[src/rtl/tcp_listen_port_mgr.sv]
// tcp_listen_port_mgr: opens NUM_PORTS consecutive TCP listen ports starting at
// BASE_PORT. Each port gets its own retry budget, and a fixed wait interval
// separates the attempts.
// Optional build macro LISTEN_STATUS_TIMEOUT_EN: when it is defined, a STATUS
// phase that receives no status beat for 2^RETRY_INTERVAL_LOG2 cycles counts as
// a failed attempt. When it is not defined, STATUS waits for a beat forever.
module tcp_listen_port_mgr #(
  parameter int unsigned NUM_PORTS           = 1,
  parameter logic [15:0] BASE_PORT           = 16'h0B48,
  parameter int unsigned RETRY_INTERVAL_LOG2 = 15,
  parameter int unsigned MAX_RETRIES         = 4
) (
  input  logic                 aclk,
  input  logic                 rst,
  output logic                 m_axis_listen_port_TVALID,
  input  logic                 m_axis_listen_port_TREADY,
  output logic [15:0]          m_axis_listen_port_TDATA,
  input  logic                 s_axis_listen_port_status_TVALID,
  output logic                 s_axis_listen_port_status_TREADY,
  input  logic [7:0]           s_axis_listen_port_status_TDATA,
  output logic [NUM_PORTS-1:0] ports_open,
  output logic                 all_open,
  output logic                 error
);

  localparam int unsigned IDX_W = (NUM_PORTS > 1) ? $clog2(NUM_PORTS) : 1;
  localparam int unsigned CNT_W = RETRY_INTERVAL_LOG2;
  localparam int unsigned RTY_W = 4;

  localparam logic [IDX_W-1:0] LAST_IDX  = IDX_W'(NUM_PORTS - 1);
  localparam logic [RTY_W-1:0] RTY_LIMIT = RTY_W'(MAX_RETRIES);
  localparam logic [CNT_W-1:0] CNT_MAX   = '1;

  typedef enum logic [2:0] {
    S_WAIT   = 3'd0,
    S_REQ    = 3'd1,
    S_STATUS = 3'd2,
    S_DONE   = 3'd3,
    S_FAIL   = 3'd4
  } state_t;

  state_t               r_state;
  state_t               w_state_nxt;
  logic [IDX_W-1:0]     r_idx;
  logic [IDX_W-1:0]     w_idx_nxt;
  logic [RTY_W-1:0]     r_retry;
  logic [RTY_W-1:0]     w_retry_nxt;
  logic [RTY_W-1:0]     w_retry_inc;
  logic [CNT_W-1:0]     r_cnt;
  logic [CNT_W-1:0]     w_cnt_nxt;
  logic [NUM_PORTS-1:0] r_open;
  logic [NUM_PORTS-1:0] w_open_nxt;
  logic                 w_fail;
  logic                 r_tvalid;
  logic [15:0]          r_tdata;
  logic                 r_all_open;
  logic                 r_error;
  logic                 w_unused;

  // Only bit 0 of a status beat matters; the remaining bits are folded here and dropped.
  assign w_unused = ^s_axis_listen_port_status_TDATA[7:1];

  assign m_axis_listen_port_TVALID        = r_tvalid;
  assign m_axis_listen_port_TDATA         = r_tdata;
  assign s_axis_listen_port_status_TREADY = 1'b1;
  assign ports_open                       = r_open;
  assign all_open                         = r_all_open;
  assign error                            = r_error;

  // State register.
  always_ff @(posedge aclk or posedge rst) begin
    if (rst) begin
      r_state <= S_WAIT;
    end else begin
      r_state <= w_state_nxt;
    end
  end

  // Next-state logic plus the next values of the port index, retry count, interval counter and open mask.
  always_comb begin
    w_state_nxt = r_state;
    w_idx_nxt   = r_idx;
    w_retry_nxt = r_retry;
    w_cnt_nxt   = r_cnt;
    w_open_nxt  = r_open;
    w_fail      = 1'b0;
    w_retry_inc = r_retry + RTY_W'(1);

    case (r_state)
      S_WAIT: begin
        w_cnt_nxt = r_cnt + CNT_W'(1);
        if (r_cnt == CNT_MAX) begin
          w_state_nxt = S_REQ;
        end
      end

      S_REQ: begin
        if (m_axis_listen_port_TREADY) begin
          w_state_nxt = S_STATUS;
`ifdef LISTEN_STATUS_TIMEOUT_EN
          w_cnt_nxt   = '0;
`endif
        end
      end

      S_STATUS: begin
        if (s_axis_listen_port_status_TVALID) begin
          if (s_axis_listen_port_status_TDATA[0]) begin
            w_open_nxt[r_idx] = 1'b1;
            w_retry_nxt       = '0;
            if (r_idx == LAST_IDX) begin
              w_state_nxt = S_DONE;
            end else begin
              w_idx_nxt   = r_idx + IDX_W'(1);
              w_state_nxt = S_REQ;
            end
          end else begin
            w_fail = 1'b1;
          end
        end
`ifdef LISTEN_STATUS_TIMEOUT_EN
        else begin
          w_cnt_nxt = r_cnt + CNT_W'(1);
          if (r_cnt == CNT_MAX) begin
            w_fail = 1'b1;
          end
        end
`endif
        if (w_fail) begin
          w_retry_nxt = w_retry_inc;
          w_cnt_nxt   = '0;
          w_state_nxt = (w_retry_inc == RTY_LIMIT) ? S_FAIL : S_WAIT;
        end
      end

      S_DONE: begin
        w_state_nxt = S_DONE;
      end

      S_FAIL: begin
        w_state_nxt = S_FAIL;
      end

      default: begin
        w_state_nxt = S_WAIT;
      end
    endcase
  end

  // Datapath registers. The outputs are registered from the next state, so TVALID is high exactly while in REQ.
  always_ff @(posedge aclk or posedge rst) begin
    if (rst) begin
      r_idx      <= '0;
      r_retry    <= '0;
      r_cnt      <= '0;
      r_open     <= '0;
      r_tvalid   <= 1'b0;
      r_tdata    <= '0;
      r_all_open <= 1'b0;
      r_error    <= 1'b0;
    end else begin
      r_idx      <= w_idx_nxt;
      r_retry    <= w_retry_nxt;
      r_cnt      <= w_cnt_nxt;
      r_open     <= w_open_nxt;
      r_tvalid   <= (w_state_nxt == S_REQ);
      r_tdata    <= (w_state_nxt == S_REQ) ? (BASE_PORT + 16'(w_idx_nxt)) : 16'h0000;
      r_all_open <= (w_state_nxt == S_DONE);
      r_error    <= (w_state_nxt == S_FAIL);
    end
  end

endmodule

[config.mk]
export PLATFORM = sky130hd
export DESIGN_NAME = tcp_listen_port_mgr
export DESIGN_NICKNAME = d
export VERILOG_FILES = /design/src/rtl/tcp_listen_port_mgr.sv
export SDC_FILE = /design/constraint.sdc
export NUM_CORES = 1
export LEC_CHECK = 0
export BUFFER_PORTS_ARGS = -buffer_cell sky130_fd_sc_hd__buf_2
export CAP_MARGIN = 20
export CORE_MARGIN = 5
export CORE_UTILIZATION = 56
export CTS_BUF_LIST = sky130_fd_sc_hd__clkbuf_4
export DETAILED_ROUTE_END_ITERATION = 12
export PLACE_DENSITY = 0.82
export SYNTH_ARGS = -nofsm -noshare
export SYNTH_HDL_FRONTEND = slang
export SYNTH_SLANG_ARGS = --single-unit
[constraint.sdc]
create_clock -name aclk -period 2 [get_ports aclk]
set_input_delay 0.1 -clock aclk [delete_from_list [all_inputs] [get_ports aclk]]
set_output_delay 0.1 -clock aclk [all_outputs]
set_load 0.05 [all_outputs]
# [Yosys cells after proc, flatten, opt, wreduce, memory -nomap -nowiden]
# Cells that the tools add are included.
[totals] register_bits=40 input_bits=12 wordCells=56
[op_classes] add_sub_neg=4 n_lt_le_gt_ge=2 eq_ne=10 mux=22 bitwise_logic=1 n_reduce_logical=8
[ops] operator="$pmux 15 s2" n=1
[ops] operator="$mux 3" n=6
[ops] operator="$add 15x1->15 const B" n=1
[ops] operator="$eq 15x15->1 const B" n=1
[ops] operator="$mux 15" n=1
[ops] operator="$pmux 3 s5" n=1
[ops] operator="$add 12x1->13 const A" n=1
[ops] operator="$mux 13" n=1
[ops] operator="$mux 4" n=3
[ops] operator="$eq 3x2->1 const B" n=3
[ops] operator="$mux 1" n=8
[ops] operator="$eq 3x1->1 const B" n=2
[ops] operator="$eq 3x3->1 const B" n=2
[ops] operator="$reduce_and 3->1" n=2
[ops] operator="$reduce_bool 2->1" n=3
[ops] operator="$add 4x1->4 const B" n=1
[ops] operator="$eq 4x3->1 const B" n=1
[ops] operator="$logic_not 3->1" n=1
[ops] operator="$mux 2" n=1
[ops] operator="$ne 2x2->1 const B" n=1
[ops] operator="$reduce_and 2->1" n=1
[ops] operator="$add 1x1->1 const B" n=1
[ops] operator="$ge 1x1->1 const B" n=1
[ops] operator="$logic_and 1x1->1" n=1
[ops] operator="other kinds (2)" n=2

# [Longest topological paths before layout]
[logic_depth] depth_word=7 ltp_mapped=6 mapped_depth_nobuf=6

# [Worst setup path before layout]
# No wires, ideal clock.
[synth_path] path_type="reg-to-reg" start="reg r_state[1]" end="reg r_cnt[6]" t_arrival_ns=1.296 required_time_ns=1.881 path_slack_ns=0.585 path_stages_with_launch=6 synth_period_minus_slack_ns=1.415 cell_sequence="dfrtp_1 -> or3_4 -> nor2_4 -> nand4_1 -> xor2_1 -> nor2_2"
[synth_between] elab_chain_cells=3
[synth_rtl] element="start: declaration" line="42" source="state_t r_state;"
[synth_rtl] element="start signal: assignment" line="75" source="r_state <= w_state_nxt;"
[synth_rtl] element="$eq 3x2->1 or $logic_not 3->1 (tied branches)" line="89" source="case (r_state)"
[synth_rtl] element="$ne 2x2->1 (no source line) or $reduce_bool 2->1 (tied branches)"
[synth_rtl] element="$reduce_and 2->1 (no source line)"
[synth_rtl] element="end signal: assignment" line="164" source="r_cnt <= w_cnt_nxt;"
[synth_rtl] element="end: declaration" line="49" source="logic [CNT_W-1:0] r_cnt;"
# Parallel ways exist; a longest one is shown, timed or not.
# A chain may end at the register's enable or synchronous reset.

# [Worst setup path in the final report]
[layout_path] start="reg r_state[1]" end="reg r_tdata[0] (netlist: m_axis_listen_port_TDATA[0])"
[layout_between] elab_chain_cells=6
[layout_rtl] element="parallel branches: the longest is 5 deep, another holds $add 12x1->13"
[layout_rtl] element="$mux 13 *" line="167" source="r_tdata <= (w_state_nxt == S_REQ) ? (BASE_PORT + 16'(w_idx_nxt)) : 16'h0000;"
[layout_rtl] element="end signal: assignment" line="167"
[layout_rtl] element="end: declaration" line="55" source="logic [15:0] r_tdata;"
# Every way passes the cells marked *.

==> results.sh <==
export IMPL_outcome="complete, no violations"
export IMPL_fill_cells=228
export IMPL_hp_class="in -> reg"
export IMPL_reg2reg_slack_ns=0.47
export IMPL_dp_cells=187
export IMPL_cts_buffers=3
export IMPL_grt_max_degree=29
export IMPL_antennaDiodeCount=0
export IMPL_critPathLaunchType="flop"
export IMPL_peakVddDrop_v=0.000878
export IMPL_fp_dieH_um=62.3
export IMPL_grt_usage_pct=14.3
export IMPL_grt_overflow_total=0
export IMPL_final_layout_size_suffix_gt1_share_pct=26.1
export IMPL_layout_cells_non_filler=192
export IMPL_synthFlopType="dfrtp_1"
export IMPL_p_leak_nw=0.780
export IMPL_drtPass1Iterations=3
export IMPL_clk_pin_slew_worst_paths_ns=0.15
export IMPL_synth_edf_count=0
export IMPL_grt_pass1_wl_um=4580
export IMPL_area_delta_synth_final_pct=6.04
export IMPL_power_density_mw_per_mm2=1340
export IMPL_cts_tree="built"
export IMPL_viasPerCell=5.36
export IMPL_port_buffers=14
export IMPL_async_flop_share_pct=100
export IMPL_synthCells=148
export IMPL_hold_viol=0
export IMPL_synth_cell_types=41
export IMPL_start_util_pct=57.1
export IMPL_core_area_mm2=0.00269
export IMPL_remaining_drc_errors=0
export IMPL_finClkSkew_ns=0.00199
export IMPL_via_count=1030
export IMPL_postRouteAntennaNets=0
export IMPL_critPathMaxFanout=7
export IMPL_antenna_found_initial=0
export IMPL_hold_ws_ns=0.0298
export IMPL_fp_dieW_um=62.3
export IMPL_wirelength_um=2710
export IMPL_fmax_mhz=655
export IMPL_post_route_min_period_ns=1.53
export IMPL_finalSetupTns_ns=0
export IMPL_setup_viol=0
export IMPL_cts_resized=0
export IMPL_crit_type="reg -> reg"
export IMPL_required_ns=2.27
export IMPL_grt_pass1_vias=1016
export IMPL_wl_per_cell_um=14.1
export IMPL_cap_viol_max_count=0
export IMPL_rows=19
export IMPL_cts_sinks=28
export IMPL_yosysWarnings=0
export IMPL_syn_cell_area_mm2=0.00153
export IMPL_insertion_delay_ns=0.33
export IMPL_finalNetCount=176
export IMPL_drt_initial_drc_count=20
export IMPL_synth_sequential_area_ratio_pct=45.7
export IMPL_rsz0062_at_grt="no"
export IMPL_arrival_ns=1.80
export IMPL_period_share_pct=76.3
export IMPL_slew_violations=0
export IMPL_ys_seq_elements=28
export IMPL_postSynthAreaPerCell_um2=10.4
export IMPL_hpwl_um=2050
export IMPL_clock_root_buffer="clkbuf_4"
export IMPL_clk_path_buf_depth=2
export IMPL_total_power_mw=2.17
export IMPL_htree_num_levels=1
export IMPL_end_kind="flop"
export IMPL_num_io_pins=33
export IMPL_gp_congestion=0.823
export IMPL_die_area_mm2=0.00388
stage by stage:
step	utilization [%]	area [um2]	setup WS, ns
after global routing	60.5	1630	0.365
after detailed placement	58.2	1560	0.484
after global placement	58.2	1560	0.507
final	60.5	1630	0.473
after CTS	60.5	1630	0.463
after floorplan	-	1570	0.585
synthesized netlist by cell type, types with 3 or more instances:
cell type	instances	share of area (%)
xnor2_1	6	3.4
nor4_2	3	2.4
nor3_1	3	0.98
nor2_1	17	4.2
nand2_1	9	2.2
o21ai_0	3	0.98
nor2_2	4	1.6
nand4_1	4	1.6
dfrtp_1	28	46
nand3_1	5	1.6
inv_1	4	0.98
xor2_1	7	4.0
buf_4	17	8.3
a21oi_1	3	0.98
repair_timing:
item	CTS	global route
endpoints found under the hold margin	28	0
setup endpoints to repair	0	0
buffers inserted	0	0
hold buffers	1	0
per-layer routing:
metal  up-vias  part of all wire [%]  global-route usage (%)
met3         6                   2.4                    3.24
met2        11                    53                    24.2
met4         0                   1.6                    5.04
met1       510                    43                    17.6
met5         -                     0                       0
li1        503                     -                       -
worst paths after layout:
path                       cells after the start                                from                           to
max reg2reg                                    4                          r_state[1]  m_axis_listen_port_TDATA[0]
min reg2reg                                    1                          ports_open                   ports_open
min in group asynchronous                      4                                 rst                    r_cnt[11]
min                                            2  s_axis_listen_port_status_TDATA[0]                   r_retry[3]
max in group asynchronous                      4                                 rst  m_axis_listen_port_TDATA[9]
max                                            4                          r_state[1]  m_axis_listen_port_TDATA[0]
cell families (layout without fill, tap and decap cells):
logic type | after synthesis | after routing | share of synthesized area (%)
fa+ha+maj | 2 | 2 | 1.63
flops | 28 | 28 | 45.7
buf+inv | 22 | 26 | 9.55
mux | 2 | 2 | 1.39
xor+xnor | 13 | 13 | 7.43
compound gates | 16 | 16 | 7.51
other cells | 2 | 11 | 0.490
simple gates | 63 | 63 | 26.3
cell type report:
class / count / area (um2) / share of cell area, %
Inverter: 5 / 18.8 / 1.15
Multi-Input combinational cell: 107 / 719 / 44.3
Tap cell: 31 / 38.8 / 2.39
Clock inverter: 1 / 30.0 / 1.85
Timing Repair Buffer: 17 / 95.1 / 5.85
Sequential cell: 28 / 701 / 43.1
Clock buffer: 3 / 22.5 / 1.39
report_power, final:
group	internal [mW]	switching [mW]	leakage (nW)
Clock	0.203	0.172	0.0279
Sequential	0.711	0.174	0.363
Combinational	0.281	0.631	0.388
Total	1.19	0.978	0.780
sequential cells by signal (all words and copies together) (netlist names):
signal and flops:
r_idx 1, m_axis_listen_port_TDATA 2, all_open 1, r_retry 4
r_state 3, ports_open 1, error 1, r_cnt 15
worst max-delay path: stages (launching register included):
cell and delay (ns):
dfrtp_1 0.49, or3_4 0.45, nor2_4 0.15, a41oi_2 0.19, nor3b_2 0.18
placed cells by master, fill, tap and decap left out, types with 2 or more instances in the layout:
master	instances
nand2_4	2
a21oi_1	3
nand2b_1	2
a22o_1	2
and3_1	2
nand3_1	5
nor2_4	2
nor2_1	17
xnor2_1	6
nor4_2	3
o21ai_0	3
dfrtp_1	28
inv_1	4
clkbuf_4	3
nor2_2	4
buf_2	14
nor3_1	3
ha_1	2
nand2_1	9
xor2_1	7
and2_1	2
conb_1	11
buf_4	2
nand4_1	4
No activity file was read; power rests on OpenSTA's default activity.
